## src/rtl/tx_sym_scheduler.sv

```systemverilog
// tx_sym_scheduler: generates sample/symbol clock enables for the SRRC
// transmit filter, pops PAM symbols once per symbol from a valid/ready
// source (zero-stuffing on underflow), and flushes the filter delay line
// with zero symbols after stop.
module tx_sym_scheduler #(
  parameter int CLK_PER_SAM = 4,
  parameter int FLUSH_SYMS  = 48
) (
  input  logic        clk,
  input  logic        reset,
  input  logic        start,
  input  logic        stop,
  input  logic        s_valid,
  input  logic [17:0] s_data,
  output logic        s_ready,
  output logic        sam_clk_en,
  output logic        sym_clk_en,
  output logic [17:0] sym_out,
  output logic        busy,
  output logic [15:0] underflow_cnt
);

  localparam int DIV_W = (CLK_PER_SAM > 2) ? $clog2(CLK_PER_SAM) : 1;
  localparam logic [DIV_W-1:0] DIV_MAX    = DIV_W'(CLK_PER_SAM - 1);
  localparam logic [7:0]       FLUSH_LOAD = 8'(FLUSH_SYMS - 1);

  typedef enum logic [1:0] {
    ST_IDLE  = 2'd0,
    ST_RUN   = 2'd1,
    ST_FLUSH = 2'd2
  } state_t;

  state_t           state_q, state_d;
  logic [DIV_W-1:0] div_cnt_q, div_cnt_d;
  logic [1:0]       sam_idx_q, sam_idx_d;
  logic             stop_pend_q, stop_pend_d;
  logic [7:0]       flush_cnt_q, flush_cnt_d;
  logic [17:0]      sym_out_q, sym_out_d;
  logic [15:0]      underflow_cnt_q, underflow_cnt_d;

  // Free-running strobe decode; depends only on registers so the filter keeps draining in any state.
  always_comb begin
    sam_clk_en = (div_cnt_q == DIV_MAX);
    sym_clk_en = sam_clk_en & (sam_idx_q == 2'd3);
    div_cnt_d  = sam_clk_en ? '0 : div_cnt_q + DIV_W'(1);
    sam_idx_d  = sam_clk_en ? sam_idx_q + 2'd1 : sam_idx_q;
  end

  // Next-state and output logic for the IDLE/RUN/FLUSH sequencer.
  always_comb begin
    state_d         = state_q;
    stop_pend_d     = stop_pend_q;
    flush_cnt_d     = flush_cnt_q;
    sym_out_d       = sym_out_q;
    underflow_cnt_d = underflow_cnt_q;
    s_ready         = 1'b0;
    unique case (state_q)
      ST_IDLE: begin
        sym_out_d   = '0;
        stop_pend_d = 1'b0;
        // A simultaneous stop cancels the start.
        if (start && !stop) state_d = ST_RUN;
      end
      ST_RUN: begin
        s_ready = sym_clk_en & ~stop_pend_q;
        // A stop landing on a boundary is only seen at the following boundary.
        if (stop) stop_pend_d = 1'b1;
        if (sym_clk_en) begin
          if (stop_pend_q) begin
            // Entry boundary loads the first flush zero.
            sym_out_d   = '0;
            flush_cnt_d = FLUSH_LOAD;
            stop_pend_d = 1'b0;
            state_d     = ST_FLUSH;
          end else if (s_valid) begin
            sym_out_d = s_data;
          end else begin
            sym_out_d = '0;
            if (underflow_cnt_q != 16'hFFFF) underflow_cnt_d = underflow_cnt_q + 16'd1;
          end
        end
      end
      ST_FLUSH: begin
        if (sym_clk_en) begin
          sym_out_d = '0;
          if (flush_cnt_q == 8'd1) state_d = ST_IDLE;
          else                     flush_cnt_d = flush_cnt_q - 8'd1;
        end
      end
      default: state_d = ST_IDLE;
    endcase
  end

  // State and datapath registers with asynchronous reset.
  always_ff @(posedge clk or posedge reset) begin
    if (reset) begin
      state_q         <= ST_IDLE;
      div_cnt_q       <= '0;
      sam_idx_q       <= '0;
      stop_pend_q     <= 1'b0;
      flush_cnt_q     <= '0;
      sym_out_q       <= '0;
      underflow_cnt_q <= '0;
    end else begin
      state_q         <= state_d;
      div_cnt_q       <= div_cnt_d;
      sam_idx_q       <= sam_idx_d;
      stop_pend_q     <= stop_pend_d;
      flush_cnt_q     <= flush_cnt_d;
      sym_out_q       <= sym_out_d;
      underflow_cnt_q <= underflow_cnt_d;
    end
  end

  assign sym_out       = sym_out_q;
  assign busy          = (state_q != ST_IDLE);
  assign underflow_cnt = underflow_cnt_q;

endmodule

```

## config.mk

```make
export PLATFORM = sky130hd
export DESIGN_NAME = tx_sym_scheduler
export DESIGN_NICKNAME = d
export VERILOG_FILES = /design/src/rtl/tx_sym_scheduler.sv
export SDC_FILE = /design/constraint.sdc
export NUM_CORES = 1
export LEC_CHECK = 0
export ABC_AREA = 1
export BUFFER_PORTS_ARGS = -buffer_cell sky130_fd_sc_hd__buf_2
export CAP_MARGIN = 40
export CORE_MARGIN = 2
export CORE_UTILIZATION = 30
export DETAILED_ROUTE_END_ITERATION = 10
export HOLD_SLACK_MARGIN = 0.02
export REMOVE_ABC_BUFFERS = 1
export SETUP_SLACK_MARGIN = 0.1
export SYNTH_ARGS = -nofsm -noshare
export SYNTH_HDL_FRONTEND = slang
export SYNTH_SLANG_ARGS = --single-unit
```

## constraint.sdc

```tcl
create_clock -name clk -period 4.15 [get_ports clk]
set_input_delay 0.6225 -clock clk [delete_from_list [all_inputs] [get_ports clk]]
set_output_delay 0.6225 -clock clk [all_outputs]
set_load 0.005 [all_outputs]
```

== After elaboration in Yosys (flattened, before gate mapping) ==
Index checks and enable logic that the tools add are counted.
Storage, ports and cells
  flip-flop bits (word level): 49
  word-level logic and storage cells: 60
  output and inout port bits: 38
  input bits: 23
Operators by class
  $add $sub $neg: 4
  bitwise logic cells: 4
  equality and inequality tests: 12
  reductions and logical operators: 11
  multiplexer cells: 22
Operators with widths (count)
  18-bit 2-to-1 mux: 4
  18-bit one-hot mux with 3 select lines: 1
  8-bit 2-to-1 mux: 4
  16-bit by 1-bit adder with 16-bit output (second input constant): 1
  16-bit inequality test (second input constant): 1
  8-bit one-hot mux with 2 select lines: 1
  5-bit AND reduction: 3
  2-bit 2-to-1 mux: 6
  2-bit inequality test (second input constant): 6
  8-bit by 1-bit == test with 1-bit output (second input constant): 1
  8-bit by 1-bit subtractor with 8-bit output (second input constant): 1
  2-bit == test (second input constant): 3
  2-bit one-hot mux with 3 select lines: 1
  2-bit nonzero test: 3
  2-bit by 1-bit adder with 2-bit output (second input constant): 2
  1-bit 2-to-1 mux: 4
  3-bit AND reduction: 1
  3-bit nonzero test: 1
  1-bit bitwise AND: 2
  2-bit by 1-bit == test with 1-bit output (second input constant): 1
  2-bit logical NOT: 1
  1-bit NOT: 2
  1-bit one-hot mux with 2 select lines: 1
  1-bit logical AND: 1
  1-bit logical NOT: 1

== Longest topological paths before layout ==
Gate-level depths: netlist of run 1.
  depth after elaboration: 4
  depth in mapped cells: 9
  depth with buffers taken out: 9

== Worst setup path after synthesis of run 1 ==
No wires, ideal clock.
  kind: register to register
  start: register underflow_cnt_q[0] (netlist: underflow_cnt[0])
  end: register underflow_cnt_q[2] (netlist: underflow_cnt[2])
  period minus slack after synthesis: 1.650 ns
  stages on the path, launching flop included: 10
  data arrival time: 1.530 ns
  setup slack: 2.500 ns
  setup time: 0.121 ns
  data required time: 4.029 ns
  buffers on the path: 1
  path through: dfrtp_1 ha_1 inv_2 nor2_2 nand2_1 nor2_2 nor2_4 buf_4 nand2_1 o21ai_1
Between the ends
  word-level cells in the longest chain between the ends: 2
  elaborated cells between the ends (all ways): 3
  those cells by class: add/sub (1); eq/ne (1); reduce/logical (1)
Ends and longest elaborated chain
  start, declared: RTL line 39  | logic [15:0] underflow_cnt_q, underflow_cnt_d;
  start signal, assigned: RTL line 111  | underflow_cnt_q <= underflow_cnt_d;
  parallel branches: the longest is 2 deep, another holds 16-bit by 1-bit adder with 16-bit output
Parallel ways; which one is timed is not known.
A chain may end at the register's enable or synchronous reset.

== Worst setup path in the final report of run 1 ==
  start: register div_cnt_q[0]
  end: output port s_ready
Between the ends
  word-level cells in the longest chain between the ends: 4
Ends and longest elaborated chain
  start, declared: RTL line 34  | logic [DIV_W-1:0] div_cnt_q, div_cnt_d;
  start signal, assigned: RTL line 106  | div_cnt_q <= div_cnt_d;
  2-bit == test: RTL line 43  | sam_clk_en = (div_cnt_q == DIV_MAX);
  1-bit bitwise AND: RTL line 44  | sym_clk_en = sam_clk_en & (sam_idx_q == 2'd3);
  1-bit bitwise AND: RTL line 65  | s_ready = sym_clk_en & ~stop_pend_q;
  1-bit 2-to-1 mux: RTL line 57  | unique case (state_q)
  end, declared: RTL line 15  | output logic s_ready,
Every way passes these cells.

==> results of run 1 <==
per-stage QoR:
| stage | area [sq um] | power [mW] | hold slack [ns] | worst slack (ns) |
|---|---|---|---|---|
| 6_report | 3100 | 0.806 | 0.286 | 2.07 |
| 5_1_grt | 3100 | 0.839 | 0.309 | 1.97 |
| 4_1_cts | 3100 | 0.814 | 0.301 | 2.10 |
| 3_5_place_dp | 3010 | 0.512 | 0.441 | 2.21 |
| 3_3_place_gp | 2990 | 0.510 | 0.412 | 2.24 |
| 2_1_floorplan | 2560 | 0.496 | 0.403 | 2.35 |
path summary, 6_finish.rpt:
check,end,slack [ns],cells after the start
min in group clk,div_cnt_q[0]$_DFF_PP0_,0.45,1
worst min register to register,div_cnt_q[0]$_DFF_PP0_,0.45,1
worst max register to register,underflow_cnt[13]$_DFFE_PP0P_,2.19,9
worst max-delay path,s_ready,2.07,4
max in group asynchronous,flush_cnt_q[1]$_DFFE_PP0P_,3.35,3
worst min-delay path,underflow_cnt[5]$_DFFE_PP0P_,0.29,2
layout by cell type (no fill, tap or decap), drive strengths merged, types with 16 or more instances in the layout:
cell	n
nand3	20
inv	36
dfrtp	49
o21ai	16
a21oi	22
buf	61
nand2	131
nor2	51
area by class of cell:
| type | instances | area share |
|---|---|---|
| repair buffers | 61 | 0.103 |
| clock inverters | 3 | 0.00806 |
| well taps | 105 | 0.0423 |
| multi-input cells | 259 | 0.388 |
| flip-flops and latches | 49 | 0.395 |
| inverters | 34 | 0.0411 |
| clock buffers | 5 | 0.0222 |
power by group through the flow:
stage | clock network, mW | registers (mW) | logic [mW]
after floorplan | 0 | 0.487 | 0.00870
after detailed placement | 0 | 0.487 | 0.0252
final | 0.304 | 0.478 | 0.0238
after CTS | 0.311 | 0.478 | 0.0253
after global routing | 0.333 | 0.478 | 0.0281
after global placement | 0 | 0.487 | 0.0225
flip-flops by register name (all words and copies together), names as in the netlist:
register       flops
flush_cnt_q        8
stop_pend_q        1
state_q            2
sam_idx_q          2
underflow_cnt     16
sym_out           18
div_cnt_q          2
per-layer routing:
metal	wire, um	global-route usage	up-vias	part of all wire
met5	0	0	-	0
met4	73	0.0358	0	0.013
met3	238	0.0296	6	0.041
met2	2650	0.215	53	0.45
met1	2870	0.180	1080	0.49
li1	-	-	1214	-
cells by family (layout without fill, tap and decap cells):
| kind of cell | count (synthesis) | in the layout | synth area share |
|---|---|---|---|
| compound gates | 39 | 39 | 0.0805 |
| xor+xnor | 5 | 5 | 0.0169 |
| fa+ha+maj | 5 | 5 | 0.0241 |
| buf+inv | 40 | 103 | 0.0636 |
| flops | 49 | 49 | 0.473 |
| mux | 1 | 1 | 0.00434 |
| simple gates | 209 | 209 | 0.338 |
==> flow_metrics.env, run 1 <==
export IMPL_status="finished clean"
export IMPL_drt_iter0_drc=75
export IMPL_comb_power_share=0.030
export IMPL_grt_pass1_vias=2276
export IMPL_cts_htree_levels=2
export IMPL_drv_cap=0
export IMPL_ctsHoldBuffers=0
export IMPL_r2r_start="underflow_cnt[0]$_DFFE_PP0P_"
export IMPL_antenna_left=0
export IMPL_io_pins=61
export IMPL_wl_um=5830
export IMPL_cts_tree="built"
export IMPL_synth_seq_cells=49
export IMPL_grt_pass1_wl_um=10500
export IMPL_cp_slowest_stage_delay_ns=0.37
export IMPL_num_vias=2353
export IMPL_synth_most_common_cell="nand2_1"
export IMPL_fillers=869
export IMPL_finalCritPeriodShare=0.500
export IMPL_wl_per_cell_um=11.3
export IMPL_cts_root_buf="clkbuf_8"
export IMPL_synth_area_leaders="dfrtp_1, nand2_1, nor2_1"
export IMPL_setup_viol=0
export IMPL_power_frac_clock=0.377
export IMPL_start_util=0.313
export IMPL_cts_buffers=5
export IMPL_ys_top_cells_by_count="nand2_1, dfrtp_1, nor2_1"
export IMPL_cts_setup_buffers=0
export IMPL_synth_seq_area_share=0.473
export IMPL_drt_pass1_iter_count=4
export IMPL_fin_skew_ns=0.0111
export IMPL_synth_edf_count=0
export IMPL_final_cells=516
export IMPL_drc=0
export IMPL_clock_sinks=49
export IMPL_grt_max_degree=37
export IMPL_ys_types=23
export IMPL_power_per_cell_area_nw_per_um2=260
export IMPL_dp_cells=508
export IMPL_setup_tns_ns=0
export IMPL_max_freq_mhz=482
export IMPL_area_delta_synth_final_pct=19.6
export IMPL_ff_latch_area_sq_um=1230
export IMPL_path_class="flop to primary output"
export IMPL_yosys_area_top_type="dfrtp_1"
export IMPL_start_kind="flop"
export IMPL_worstPathArrival_ns=1.45
export IMPL_crit_start="div_cnt_q[0]$_DFF_PP0_"
export IMPL_post_drt_via_cell_ratio=4.56
export IMPL_dp_hpwl_um=4380
export IMPL_syn_avg_cell_area_sq_um=7.46
export IMPL_p_leak_nw=1.65
export IMPL_finalHoldViolCount=0
export IMPL_switching_share=0.242
export IMPL_cp_end_kind="primary output"
export IMPL_pwr_share_seq=0.593
export IMPL_holdCritPathClass="input pin to asynchronous set/reset pin"
export IMPL_crit_chain="ha_1 -> nand2_1 -> nor2_1 -> buf_2"
export IMPL_internal_power_mw=0.610
export IMPL_ys_flop_type="dfrtp_1"
export IMPL_drive_above_1_share=0.217
export IMPL_fp_coreArea_sq_um=8300
export IMPL_fp_dieH_um=97.0
export IMPL_worstMarginPinSlew_ns=0.841
export IMPL_clk_latency_ns=0.31
export IMPL_slowest_stage="dfrtp_1"
export IMPL_cts_path_max_buffers=2
export IMPL_floorplan_die_area_sq_um=9410
export IMPL_gp_congestion=0.848
export IMPL_track_usage=0.133
export IMPL_slew_violations=0
export IMPL_io_buffers=60
export IMPL_maxSlewHeadroom=0.438
export IMPL_cp_num_buf_inv=1
export IMPL_path_max_fanout=5
export IMPL_yosys_warnings=0
export IMPL_syn_area_sq_um=2590
export IMPL_n_antenna_cell=0
export IMPL_clk_pin_slew_worst_paths_ns=0.10
export IMPL_antenna_found_initial=0
export IMPL_ir_drop_mv=0.124
export IMPL_nets=438
export IMPL_rsz0062_at_grt="false"
export IMPL_fp_row_count=33
export IMPL_synth_top_area_share=0.473
export IMPL_die_x_um=97.0
export IMPL_grt_ovfl_total=0
export IMPL_multi_input_area_sq_um=1200
export IMPL_switchingPower_mw=0.195
export IMPL_cts_resized=0
export IMPL_synthCells=348
export IMPL_async_flop_share=1.00
export IMPL_cp_required_ns=3.53
export IMPL_cpLargestDelayFamily="flip-flops"
export IMPL_period_minus_slack_ns=2.08
export IMPL_post_route_util=0.374
No activity file was read; power rests on OpenSTA's default activity.
==> run 2: changes to the inputs <==
==> constraint.sdc (replaced) <==
create_clock -name clk -period 2.15 [get_ports clk]
set_input_delay 0.3225 -clock clk [delete_from_list [all_inputs] [get_ports clk]]
set_output_delay 0.3225 -clock clk [all_outputs]
set_load 0.005 [all_outputs]
==> run 2 against run 1 <==
Core utilization up 0.92 points. Cell area up 2.5%. Flip-flop and latch count unchanged. Clock skew down 0.0013 ns. Final cell count up 0.58%. Die area unchanged. Count of clock-buffer cells in the layout unchanged. Critical path depth up 3. Sequential share of layout area down 0.91 points. Critical path type is now flop to flop. Largest power group unchanged. Highest routed layer unchanged.
==> flow_metrics.env, run 2 (synthesized netlist as in run 1, its figures left out) <==
export IMPL_wl_um=6070
export IMPL_path_class="flop to flop"
export IMPL_status="finished clean"
export IMPL_fillers=851
export IMPL_drt_pass1_iter_count=5
export IMPL_slew_violations=0
export IMPL_holdCritPathClass="input pin to asynchronous set/reset pin"
export IMPL_fp_dieH_um=97.0
export IMPL_ctsHoldBuffers=0
export IMPL_antenna_left=0
export IMPL_clock_sinks=49
export IMPL_cp_end_kind="flop"
export IMPL_drt_iter0_drc=156
export IMPL_floorplan_die_area_sq_um=9410
export IMPL_cts_path_max_buffers=2
export IMPL_n_antenna_cell=0
export IMPL_clk_latency_ns=0.30
export IMPL_drive_above_1_share=0.225
export IMPL_p_leak_nw=1.69
export IMPL_post_drt_via_cell_ratio=4.57
export IMPL_final_cell_mix="nand2_1, buf_2, dfrtp_1"
export IMPL_period_minus_slack_ns=1.84
export IMPL_crit_chain="ha_1 -> nand2_1 -> inv_2 -> a21oi_1 -> a21oi_4 -> nor2_1 -> a21oi_1"
export IMPL_finalHoldViolCount=0
export IMPL_cts_tree="built"
export IMPL_ir_drop_mv=0.259
export IMPL_largest_reg_flops=18
export IMPL_finalCritPeriodShare=0.854
export IMPL_mostFrequentLayoutCell="nand2_1"
export IMPL_crit_start="div_cnt_q[0]$_DFF_PP0_"
export IMPL_dp_hpwl_um=4380
export IMPL_grt_pass1_wl_um=10500
export IMPL_post_route_util=0.383
export IMPL_fp_coreArea_sq_um=8300
export IMPL_max_freq_mhz=545
export IMPL_power_per_cell_area_nw_per_um2=557
export IMPL_clk_pin_slew_worst_paths_ns=0.10
export IMPL_area_delta_synth_final_pct=22.5
export IMPL_cts_htree_levels=2
export IMPL_cts_root_buf="clkbuf_8"
export IMPL_cpLargestDelayFamily="compound AO/OA/AOI/OAI gates"
export IMPL_setup_viol=0
export IMPL_path_max_fanout=18
export IMPL_antenna_found_initial=0
export IMPL_worst_hold_slack_ns=0.0257
export IMPL_cp_num_buf_inv=1
export IMPL_cts_buffers=5
export IMPL_track_usage=0.134
export IMPL_dpl_cell_area_sq_um=3020
export IMPL_cts_resized=0
export IMPL_multi_input_area_sq_um=1220
export IMPL_worstPathArrival_ns=2.00
export IMPL_ff_latch_area_sq_um=1230
export IMPL_grt_ovfl_total=0
export IMPL_cts_setup_buffers=0
export IMPL_io_buffers=60
export IMPL_maxSlewHeadroom=0.649
export IMPL_r2r_start="div_cnt_q[0]$_DFF_PP0_"
export IMPL_cp_common_cell="a21oi_1"
export IMPL_nets=441
export IMPL_num_vias=2373
export IMPL_grt_max_degree=37
export IMPL_final_area_sq_um=3180
export IMPL_fp_row_count=33
export IMPL_drv_cap=0
export IMPL_start_util=0.313
export IMPL_worstMarginPinSlew_ns=0.526
export IMPL_grt_pass1_vias=2316
export IMPL_cp_slowest_stage_delay_ns=0.43
export IMPL_start_kind="flop"
export IMPL_wl_per_cell_um=11.7
export IMPL_cp_required_ns=2.32
export IMPL_setup_tns_ns=0
export IMPL_io_pins=61
export IMPL_gp_congestion=0.835
export IMPL_fin_skew_ns=0.00977
export IMPL_slowest_stage="a21oi_1"
export IMPL_p_total_mw=1.77
export IMPL_drc=0
export IMPL_die_x_um=97.0
export IMPL_rsz0062_at_grt="false"
-- run 2: cell count changes in the layout (fill, tap and decap cells not counted) --
cell	change
dfrtp_1	-1
a21oi_4	+1
inv_6	-1
buf_4	+2
clkinvlp_4	-1
bufinv_16	+2
dfrtp_2	+1
-- run 2: final cells by class --
cell class,instances,share of cell area
Clock buffer,5,0.0216
Tap cell,105,0.0413
Multi-Input combinational cell,260,0.384
Clock inverter,3,0.0216
Inverter,34,0.0401
Timing Repair Buffer,63,0.105
Sequential cell,49,0.386
-- run 2: metrics by stage --
stage,worst slack (ns),cells
after floorplan,0.471,342
after global placement,0.272,510
after detailed placement,0.246,510
after CTS,0.238,518
after global routing,0.130,519
final,0.314,519
-- run 2: final timing paths --
check,end,depth (start not counted),slack (ns)
worst min register to register,div_cnt_q[0]$_DFF_PP0_,1,0.44
min in group clk,state_q[0]$_DFFE_PP0P_,2,0.20
max in group asynchronous,underflow_cnt[0]$_DFFE_PP0P_,3,1.59
worst max-delay path,sym_out[5]$_DFFE_PP0P_,7,0.31
worst max register to register,sym_out[5]$_DFFE_PP0P_,7,0.31
worst min-delay path,sym_out[16]$_DFFE_PP0P_,2,0.03
-- run 2: report_power, final --
part	switching, mW	internal (mW)	leakage, nW
Clock	0.332	0.469	0.0687
Sequential	0.000617	0.921	0.606
Combinational	0.0277	0.0188	1.02
-- run 2: routing by layer --
metal | track usage | up-vias | routed length [um]
met3 | 0.0260 | 2 | 250
met2 | 0.216 | 47 | 2740
met5 | 0 | - | 0
li1 | - | 1224 | -
met1 | 0.183 | 1100 | 3040
met4 | 0.0390 | 0 | 42
==> run 3: changes to the inputs <==
--- a/config.mk
+++ b/config.mk
@@ -12,6 +12,7 @@
 export CORE_UTILIZATION = 30
 export DETAILED_ROUTE_END_ITERATION = 10
 export HOLD_SLACK_MARGIN = 0.02
+export PLACE_DENSITY_LB_ADDON = 0.1
 export REMOVE_ABC_BUFFERS = 1
 export SETUP_SLACK_MARGIN = 0.1
 export SYNTH_ARGS = -nofsm -noshare
==> constraint.sdc (replaced) <==
create_clock -name clk -period 2.15 [get_ports clk]
set_input_delay 0.3225 -clock clk [delete_from_list [all_inputs] [get_ports clk]]
set_output_delay 0.3225 -clock clk [all_outputs]
set_load 0.02 [all_outputs]
==> run 3 against run 2 <==
First-iteration DRC count down 18%. Register-to-register slack about the same. Largest cell class unchanged. Count of clock-buffer cells in the layout unchanged. Global-route usage up 0.67 points. Die area unchanged. Critical path depth down 1. Fmax down 0.23%. Largest power group unchanged. Cell area down 1.5%. Final cell count up 0.58%. Clock skew down 0.0047 ns.
==> flow_metrics.env, run 3 (synthesized netlist as in run 1, its figures left out) <==
export IMPL_worstMarginPinSlew_ns=0.770
export IMPL_cts_tree="built"
export IMPL_setup_viol=0
export IMPL_grt_max_degree=50
export IMPL_pwr_share_seq=0.596
export IMPL_floorplan_die_area_sq_um=9410
export IMPL_antenna_left=0
export IMPL_num_vias=2347
export IMPL_fp_dieH_um=97.0
export IMPL_cts_buffers=5
export IMPL_start_util=0.313
export IMPL_status="finished clean"
export IMPL_ir_drop_mv=0.238
export IMPL_final_cell_mix="nand2_1, buf_2, dfrtp_1"
export IMPL_nets=444
export IMPL_wl_um=6520
export IMPL_finalHoldViolCount=0
export IMPL_grt_ovfl_total=0
export IMPL_cts_path_max_buffers=2
export IMPL_max_freq_mhz=544
export IMPL_comb_power_share=0.028
export IMPL_fin_skew_ns=0.00506
export IMPL_grt_pass1_wl_um=11100
export IMPL_pre_cts_ws_ns=0.262
export IMPL_io_buffers=60
export IMPL_setup_ws_ns=0.310
export IMPL_power_frac_clock=0.376
export IMPL_fp_row_count=33
export IMPL_dpl_cell_area_sq_um=3030
export IMPL_io_pins=61
export IMPL_internal_power_mw=1.17
export IMPL_clock_sinks=49
export IMPL_track_usage=0.141
export IMPL_cp_required_ns=2.32
export IMPL_path_max_fanout=18
export IMPL_ctsHoldBuffers=0
export IMPL_start_kind="flop"
export IMPL_worst_hold_slack_ns=0.169
export IMPL_final_area_sq_um=3130
export IMPL_power_per_cell_area_nw_per_um2=494
export IMPL_area_delta_synth_final_pct=20.7
export IMPL_holdCritPathClass="input pin to asynchronous set/reset pin"
export IMPL_cts_setup_buffers=0
export IMPL_maxSlewHeadroom=0.487
export IMPL_slew_violations=0
export IMPL_period_minus_slack_ns=1.84
export IMPL_dp_cells=513
export IMPL_fillers=884
export IMPL_p_leak_nw=1.68
export IMPL_drv_cap=0
export IMPL_finalCritPeriodShare=0.856
export IMPL_mostFrequentLayoutCell="nand2_1"
export IMPL_largest_reg_flops=18
export IMPL_setup_tns_ns=0
export IMPL_cp_end_kind="flop"
export IMPL_clk_pin_slew_worst_paths_ns=0.10
export IMPL_worstPathArrival_ns=2.01
export IMPL_drc=0
export IMPL_wl_per_cell_um=12.5
export IMPL_crit_end="sym_out[2]$_DFFE_PP0P_"
export IMPL_worst_r2r_setup_slack_ns=0.31
export IMPL_post_drt_via_cell_ratio=4.50
export IMPL_dp_hpwl_um=4440
export IMPL_r2r_start="div_cnt_q[0]$_DFF_PP0_"
export IMPL_p_total_mw=1.55
export IMPL_cts_root_buf="clkbuf_8"
export IMPL_drive_above_1_share=0.228
export IMPL_cts_htree_levels=2
export IMPL_rsz0062_at_grt="false"
export IMPL_die_x_um=97.0
export IMPL_gp_congestion=0.779
export IMPL_clk_latency_ns=0.31
export IMPL_r2r_end="sym_out[2]$_DFFE_PP0P_"
export IMPL_drt_pass1_iter_count=4
export IMPL_crit_start="div_cnt_q[0]$_DFF_PP0_"
export IMPL_path_class="flop to flop"
export IMPL_r2r_cells=6
export IMPL_cts_resized=0
export IMPL_switchingPower_mw=0.378
export IMPL_fp_coreArea_sq_um=8300
export IMPL_grt_pass1_vias=2333
export IMPL_drt_iter0_drc=128
export IMPL_final_cells=522
export IMPL_antenna_found_initial=0
export IMPL_post_route_util=0.378
export IMPL_n_antenna_cell=0
export IMPL_switching_share=0.244
-- run 3: metal layers --
layer	GRT usage	vias to the layer above	routed length, um
li1	-	1228	-
met1	0.190	1061	3230
met2	0.223	52	2860
met3	0.0376	6	351
met4	0.0390	0	74
met5	0	-	0
-- run 3: area by class of cell --
type	instances	area [sq um]	area share
tap	105	131	0.0419
sequential	49	1230	0.391
clock inverter	3	21.3	0.00679
multi-input combinational	260	1210	0.387
inverter	34	128	0.0407
timing repair buffer	66	345	0.110
clock buffer	5	68.8	0.0220
-- run 3: power by group through the flow --
| stage | clock [mW] | sequential (mW) | combinational (mW) |
|---|---|---|---|
| floorplan | 0 | 0.940 | 0.0168 |
| global placement | 0 | 0.940 | 0.0454 |
| detailed placement | 0 | 0.940 | 0.0457 |
| CTS | 0.616 | 0.922 | 0.0458 |
| global route | 0.647 | 0.923 | 0.0507 |
| finish | 0.583 | 0.922 | 0.0430 |
-- run 3: how the worst min path moves through the flow --
stage | from | end | slack, ns | cells after the start
final | reset | state_q[0]$_DFFE_PP0P_ | 0.17 | 3
after detailed placement | div_cnt_q[0]$_DFF_PP0_ | div_cnt_q[0]$_DFF_PP0_ | 0.42 | 1
after global routing | stop | state_q[0]$_DFFE_PP0P_ | 0.19 | 2
after global placement | div_cnt_q[0]$_DFF_PP0_ | div_cnt_q[0]$_DFF_PP0_ | 0.41 | 1
after floorplan | div_cnt_q[0]$_DFF_PP0_ | div_cnt_q[0]$_DFF_PP0_ | 0.40 | 1
after CTS | stop | state_q[0]$_DFFE_PP0P_ | 0.19 | 2
-- run 3: worst max-delay path: stages, from the launching register on --
cell	delay, ns
dfrtp_1	0.36
ha_1	0.24
nand2_1	0.14
inv_2	0.10
a21oi_1	0.10
a21oi_2	0.61
a21oi_1	0.15
